File: src/rtl/i2s_rx_deserializer.sv
// I2S receiver: oversamples BCLK/LRCLK/SDATA in the clk domain and delivers one
// channel as DATA_W-bit samples with a one-cycle valid strobe and a sticky slot-length error.
module i2s_rx_deserializer #(
   parameter int DATA_W  = 24,
   parameter int SLOT_W  = 32,
   parameter int CHANNEL = 0
) (
   input  logic              clk,
   input  logic              rst,
   input  logic              enable,
   input  logic              i2s_bclk,
   input  logic              i2s_lrclk,
   input  logic              i2s_sdata,
   input  logic              err_clr,
   output logic [DATA_W-1:0] sample_out,
   output logic              sample_valid,
   output logic              frame_err
);

   localparam int CNT_W = $clog2(SLOT_W + 2);
   localparam logic [CNT_W-1:0] CNT_DATA = CNT_W'(DATA_W);
   localparam logic [CNT_W-1:0] CNT_LAST = CNT_W'(SLOT_W - 1);
   localparam logic [CNT_W-1:0] CNT_SAT  = CNT_W'(SLOT_W + 1);
   localparam logic             CH_SEL   = 1'(CHANNEL);

   typedef enum logic {WAIT_SYNC, SLOT} state_t;

   logic bclk_s1_q, bclk_s1_d, bclk_s2_q, bclk_s2_d, bclk_prev_q, bclk_prev_d;
   logic lr_s1_q, lr_s1_d, lr_s2_q, lr_s2_d;
   logic sd_s1_q, sd_s1_d, sd_s2_q, sd_s2_d;
   logic rise_q, rise_d, lr_smp_q, lr_smp_d, sd_smp_q, sd_smp_d;
   logic lr_ref_q, lr_ref_d, tag_q, tag_d;
   logic [CNT_W-1:0]  cnt_q, cnt_d;
   logic [DATA_W-1:0] shift_q, shift_d, shift_cur;
   state_t            state_q, state_d;
   logic [DATA_W-1:0] sample_out_q, sample_out_d;
   logic              sample_valid_q, sample_valid_d;
   logic              frame_err_q, frame_err_d;
   logic              lr_edge, err_set;

   always_comb begin
      bclk_s1_d      = i2s_bclk;
      bclk_s2_d      = bclk_s1_q;
      bclk_prev_d    = bclk_s2_q;
      lr_s1_d        = i2s_lrclk;
      lr_s2_d        = lr_s1_q;
      sd_s1_d        = i2s_sdata;
      sd_s2_d        = sd_s1_q;
      // Edge register: LRCLK/SDATA are pipelined alongside the rise flag so all three line up.
      rise_d         = bclk_s2_q & ~bclk_prev_q;
      lr_smp_d       = lr_s2_q;
      sd_smp_d       = sd_s2_q;
      lr_ref_d       = lr_ref_q;
      tag_d          = tag_q;
      cnt_d          = cnt_q;
      shift_d        = shift_q;
      state_d        = state_q;
      sample_out_d   = sample_out_q;
      sample_valid_d = 1'b0;
      err_set        = 1'b0;
      lr_edge        = rise_q && (lr_smp_q != lr_ref_q);
      shift_cur      = (cnt_q < CNT_DATA) ? {shift_q[DATA_W-2:0], sd_smp_q} : shift_q;

      if (rise_q) lr_ref_d = lr_smp_q;

      if (!enable) begin
         state_d = WAIT_SYNC;
         cnt_d   = '0;
      end else begin
         case (state_q)
            WAIT_SYNC: begin
               // The old-slot bit riding on the first edge is dropped; partial slots never emit.
               if (lr_edge) begin
                  state_d = SLOT;
                  cnt_d   = '0;
                  tag_d   = lr_smp_q;
                  shift_d = '0;
               end
            end
            SLOT: begin
               if (lr_edge) begin
                  // The edge bit is the last bit of the closing slot (one-bit I2S delay).
                  if (cnt_q == CNT_LAST) begin
                     if (tag_q == CH_SEL) begin
                        sample_out_d   = shift_cur;
                        sample_valid_d = 1'b1;
                     end
                  end else begin
                     err_set = 1'b1;
                  end
                  cnt_d   = '0;
                  tag_d   = lr_smp_q;
                  shift_d = '0;
               end else if (rise_q) begin
                  shift_d = shift_cur;
                  if (cnt_q != CNT_SAT) cnt_d = cnt_q + CNT_W'(1);
               end
            end
            default: state_d = WAIT_SYNC;
         endcase
      end

      frame_err_d = err_set | (frame_err_q & ~err_clr);
   end

   always_ff @(posedge clk) begin
      if (rst) begin
         bclk_s1_q      <= 1'b0;
         bclk_s2_q      <= 1'b0;
         bclk_prev_q    <= 1'b0;
         lr_s1_q        <= 1'b0;
         lr_s2_q        <= 1'b0;
         sd_s1_q        <= 1'b0;
         sd_s2_q        <= 1'b0;
         rise_q         <= 1'b0;
         lr_smp_q       <= 1'b0;
         sd_smp_q       <= 1'b0;
         lr_ref_q       <= 1'b0;
         tag_q          <= 1'b0;
         cnt_q          <= '0;
         shift_q        <= '0;
         state_q        <= WAIT_SYNC;
         sample_out_q   <= '0;
         sample_valid_q <= 1'b0;
         frame_err_q    <= 1'b0;
      end else begin
         bclk_s1_q      <= bclk_s1_d;
         bclk_s2_q      <= bclk_s2_d;
         bclk_prev_q    <= bclk_prev_d;
         lr_s1_q        <= lr_s1_d;
         lr_s2_q        <= lr_s2_d;
         sd_s1_q        <= sd_s1_d;
         sd_s2_q        <= sd_s2_d;
         rise_q         <= rise_d;
         lr_smp_q       <= lr_smp_d;
         sd_smp_q       <= sd_smp_d;
         lr_ref_q       <= lr_ref_d;
         tag_q          <= tag_d;
         cnt_q          <= cnt_d;
         shift_q        <= shift_d;
         state_q        <= state_d;
         sample_out_q   <= sample_out_d;
         sample_valid_q <= sample_valid_d;
         frame_err_q    <= frame_err_d;
      end
   end

   assign sample_out   = sample_out_q;
   assign sample_valid = sample_valid_q;
   assign frame_err    = frame_err_q;

endmodule

File: config.mk
export PLATFORM = sky130hd
export DESIGN_NAME = i2s_rx_deserializer
export DESIGN_NICKNAME = d
export VERILOG_FILES = /design/src/rtl/i2s_rx_deserializer.sv
export SDC_FILE = /design/constraint.sdc
export NUM_CORES = 1
export LEC_CHECK = 0
export BUFFER_PORTS_ARGS = -buffer_cell sky130_fd_sc_hd__buf_2
export CORE_MARGIN = 2
export CORE_UTILIZATION = 50
export DETAILED_ROUTE_END_ITERATION = 8
export PLACE_DENSITY = 0.77
export SLEW_MARGIN = 20
export SYNTH_ARGS = -nofsm -noshare
export SYNTH_HDL_FRONTEND = slang
export SYNTH_SLANG_ARGS = --single-unit
File: constraint.sdc
create_clock -name clk -period 1.9 [get_ports clk]
set_input_delay 0.285 -clock clk [delete_from_list [all_inputs] [get_ports clk]]
set_output_delay 0.285 -clock clk [all_outputs]
set_load 0.01 [all_outputs]
==> impl_metrics.csv <==
group,metric,value,unit
global_routing,grtUsageTotal,20.1,%
critical_path,cpPeakStageDelay,0.42,ns
critical_path,worst_r2r_startpoint,"cnt_q[0]",
synthesis,async_flop_share,0,%
synthesis,yosys-top-cells-area,"dfxtp_1, nand2_1, a22o_1, a21oi_1, a311oi_2",
cells_and_area,final_nets,318,
synthesis,ys_seq_area_share,50.5,%
place,io_buffers,32,
timing,hold_viol_final,0,
clock_tree,clock_path_buffers,2,
critical_path,critPathMaxFanout,25,
critical_path,cp_cell_sequence,"ha_1, nand3_1, nor3b_2, buf_6, a21oi_1, a311oi_1",
timing,max_freq,572,MHz
critical_path,crit_required,2.14,ns
clock_tree,cts_tree,"built",
pwr,p_seq_share,54.5,%
timing,fin_setup_tns,0,ns
clock_tree,root_buffer,"clkbuf_8",
synthesis,syn-cell-area,2740,um^2
critical_path,path_depth,6,
pwr,p_sw_share,21.1,%
route,ant_nets,0,
synthesis,synth_top_cell_area_share,50.5,%
critical_path,cp_top_family,"flip-flops",
pwr,power.switching,566,uW
synthesis,synth_ff_type,"dfxtp_1",
pwr,clkPwrFrac,43.7,%
pwr,p_int,2.11,mW
route,vias,2175,
place,place_congestion,0.769,
route,wl,5630,um
clock_tree,cts_num_sinks,69,
critical_path,cp-end-kind,"flop",
timing,post-route-min-period,1.75,ns
clock_tree,insertion_delay,0.34,ns
pwr,total_power,2.67,mW
route,post-route-drc-count,0,
place,dp_hpwl,3540,um
synthesis,syn-num-nets,286,
global_routing,globalRoute.totalOverflow,0,
synthesis,synth_top_family_by_area,"compound AO/OA/AOI/OAI gates",
run_status,run_status,"completed",
synthesis,postSynthCellCount,277,
clock_tree,numCtsBuffers,9,
synthesis,syn_area_per_cell,9.88,um^2
die,core_area,5200,um^2
cells_and_area,area_delta_synth_final,14.4,%
die,fp.dieArea,6080,um^2
flow_run,maxCapViolCount,0,
clock_tree,htree_levels,3,
timing,rsz0062_at_grt,"no",
critical_path,startpoint_type,"flop",
critical_path,arrival,1.99,ns
cells_and_area,final_cells,384,
synthesis,synth_compound_area_share,26.6,%
timing,slew_viol_final,0,
hold_path,worst_hold_path_type,"in -> reg",
critical_path,startpoint,"cnt_q[0]",
cells_and_area,drive_gt1_share,22.3,%
global_routing,grt_first_pass_wirelength,9650,um
route,drt_first_pass_iters,4,
pwr,powerDensity,855,nW/um^2
pwr,combinationalPowerShare,1.9,%
synthesis,synth-simple-area-share,15.4,%
synthesis,yosysTopAreaCell,"dfxtp_1",
global_routing,grt_pass1_vias,1997,
die,dieHeight,78.0,um
synthesis,yosys.area_share.xor_xnor,0.914,%
critical_path,reg2reg_slack,0.15,ns
die,ios,33,
timing,worst_pin_slew,0.456,ns
timing,slew_headroom,69.6,%
critical_path,r2r_cells,6,
die,die_w,78.0,um
global_routing,grt_max_degree,39,
hold_path,hold_start,"i2s_sdata",
timing,setup-violations-final,0,
critical_path,cp_slowest_cell,"dfxtp_1",
global_routing,antenna_found_initial,0,
synthesis,synth.area.mux_share,0.366,%
die,num_rows,26,
route,drt_iter0_markers,141,
critical_path,crit_end,"sample_out[21]",
synthesis,synth_warnings,0,
critical_path,path_class,"reg -> reg",
die,start_util,52.6,%
cells_and_area,diodes,0,
synthesis,synth_cell_type_count,39,
synthesis,synth_edf_count,0,
clock_tree,clkTransAtPathRegs,0.07,ns
timing,finalCritPeriodShare,92.1,%
pwr,peakVddDrop,0.677,mV
timing,clock_skew,0.00854,ns
synthesis,ys_ff_latch,69,
route,avgRoutedWirePerCell,14.7,um
route,viasPerCell,5.66,
place,dp_cells,368,
synthesis,synthAdderAreaFrac,0.914,%
critical_path,r2r_end,"sample_out[21]",
critical_path,crit_buf_inv,1,
pwr,p_leak,1.15,nW
==> final cells by class <==
class,instances,area [um^2]
inverter,2,7.51
tap,70,87.6
sequential,69,1380
fill,467,2080
clock inverter,4,47.5
multi-input combinational,185,1210
clock buffer,12,145
timing repair buffer,42,251
==> kinds of logic after synthesis <==
logic type	Yosys count
AND/OR/NAND/NOR	88
multiplexers	1
buffers and inverters	23
adder cells (fa/ha/maj)	2
XOR/XNOR	2
flip-flops	69
AO/OA/AOI/OAI	92
==> cell usage after synthesis (3+ instances only) <==
cell / count
a21o_1: 4
buf_6: 3
nor2_1: 3
a311oi_2: 10
nand2_1: 54
dfxtp_1: 69
nor2b_1: 11
o21ai_0: 3
a22o_1: 23
a311oi_1: 15
buf_2: 6
a21oi_1: 33
nand3_1: 3
or3_1: 3
clkbuf_1: 7
==> layout by cell type, fill, tap and decap left out, types with 2 or more instances in the layout <==
master | synthesis | final
clkinv_2 | 0 | 2
nor2_1 | 3 | 3
nor2b_1 | 11 | 11
a311oi_1 | 15 | 15
dfxtp_1 | 69 | 69
inv_1 | 2 | 2
buf_4 | 2 | 8
a311oi_2 | 10 | 10
a21o_1 | 4 | 4
nand2_1 | 54 | 54
buf_2 | 6 | 32
clkbuf_8 | 0 | 10
and2_1 | 2 | 2
a22o_1 | 23 | 23
nand3_1 | 3 | 3
or3_1 | 3 | 3
ha_1 | 2 | 2
a21oi_1 | 33 | 33
nand2b_1 | 2 | 2
clkbuf_1 | 7 | 2
o21ai_0 | 3 | 3
==> stage by stage <==
step / cell area, um^2 / hold WS, ns / util, % / setup WS, ns
final: 3130 / 0.146 / 60.1 / 0.151
after global routing: 3130 / 0.139 / 60.1 / 0.0296
after CTS: 3130 / 0.132 / 60.0 / 0.0993
after detailed placement: 2930 / 0.380 / 56.3 / 0.112
after global placement: 2930 / 0.372 / 56.3 / 0.224
after floorplan: 2740 / 0.367 / - / 0.172
==> how the worst min path moves through the flow <==
stage,slack [ns],depth (start not counted),to
floorplan,0.37,1,rise_q
global placement,0.37,1,rise_q
detailed placement,0.38,1,rise_q
CTS,0.13,2,sd_s1_q
global route,0.14,2,bclk_s1_q
finish,0.15,2,sd_s1_q
==> layer usage <==
metal | global-route usage [%] | share of wire, % | up-vias
li1 | - | - | 1082
met5 | 0 | 0 | -
met4 | 6.67 | 1.2 | 0
met3 | 6.74 | 6.9 | 6
met2 | 30.5 | 46 | 72
met1 | 26.8 | 46 | 1015
==> repair_timing <==
item,in CTS,in global routing
hold buffers,0,0
setup endpoints to repair,0,2
buffers inserted,0,0
gates resized for setup,0,1
hold endpoints to repair,0,0
==> power groups by stage <==
stage / sequential, mW / combinational, mW / clock [mW]
after floorplan: 1.49 / 0.0345 / 0
after global placement: 1.49 / 0.0486 / 0
after detailed placement: 1.49 / 0.0495 / 0
after CTS: 1.46 / 0.0496 / 1.20
after global routing: 1.46 / 0.0544 / 1.26
final: 1.46 / 0.0495 / 1.17
==> worst reg2reg max path: stages (launching register included) <==
cell      delay (ns)
dfxtp_1         0.42
ha_1            0.22
nand3_1         0.13
nor3b_2         0.25
buf_6           0.25
a21oi_1         0.11
a311oi_1        0.28
(Power assumes the default switching activity.)
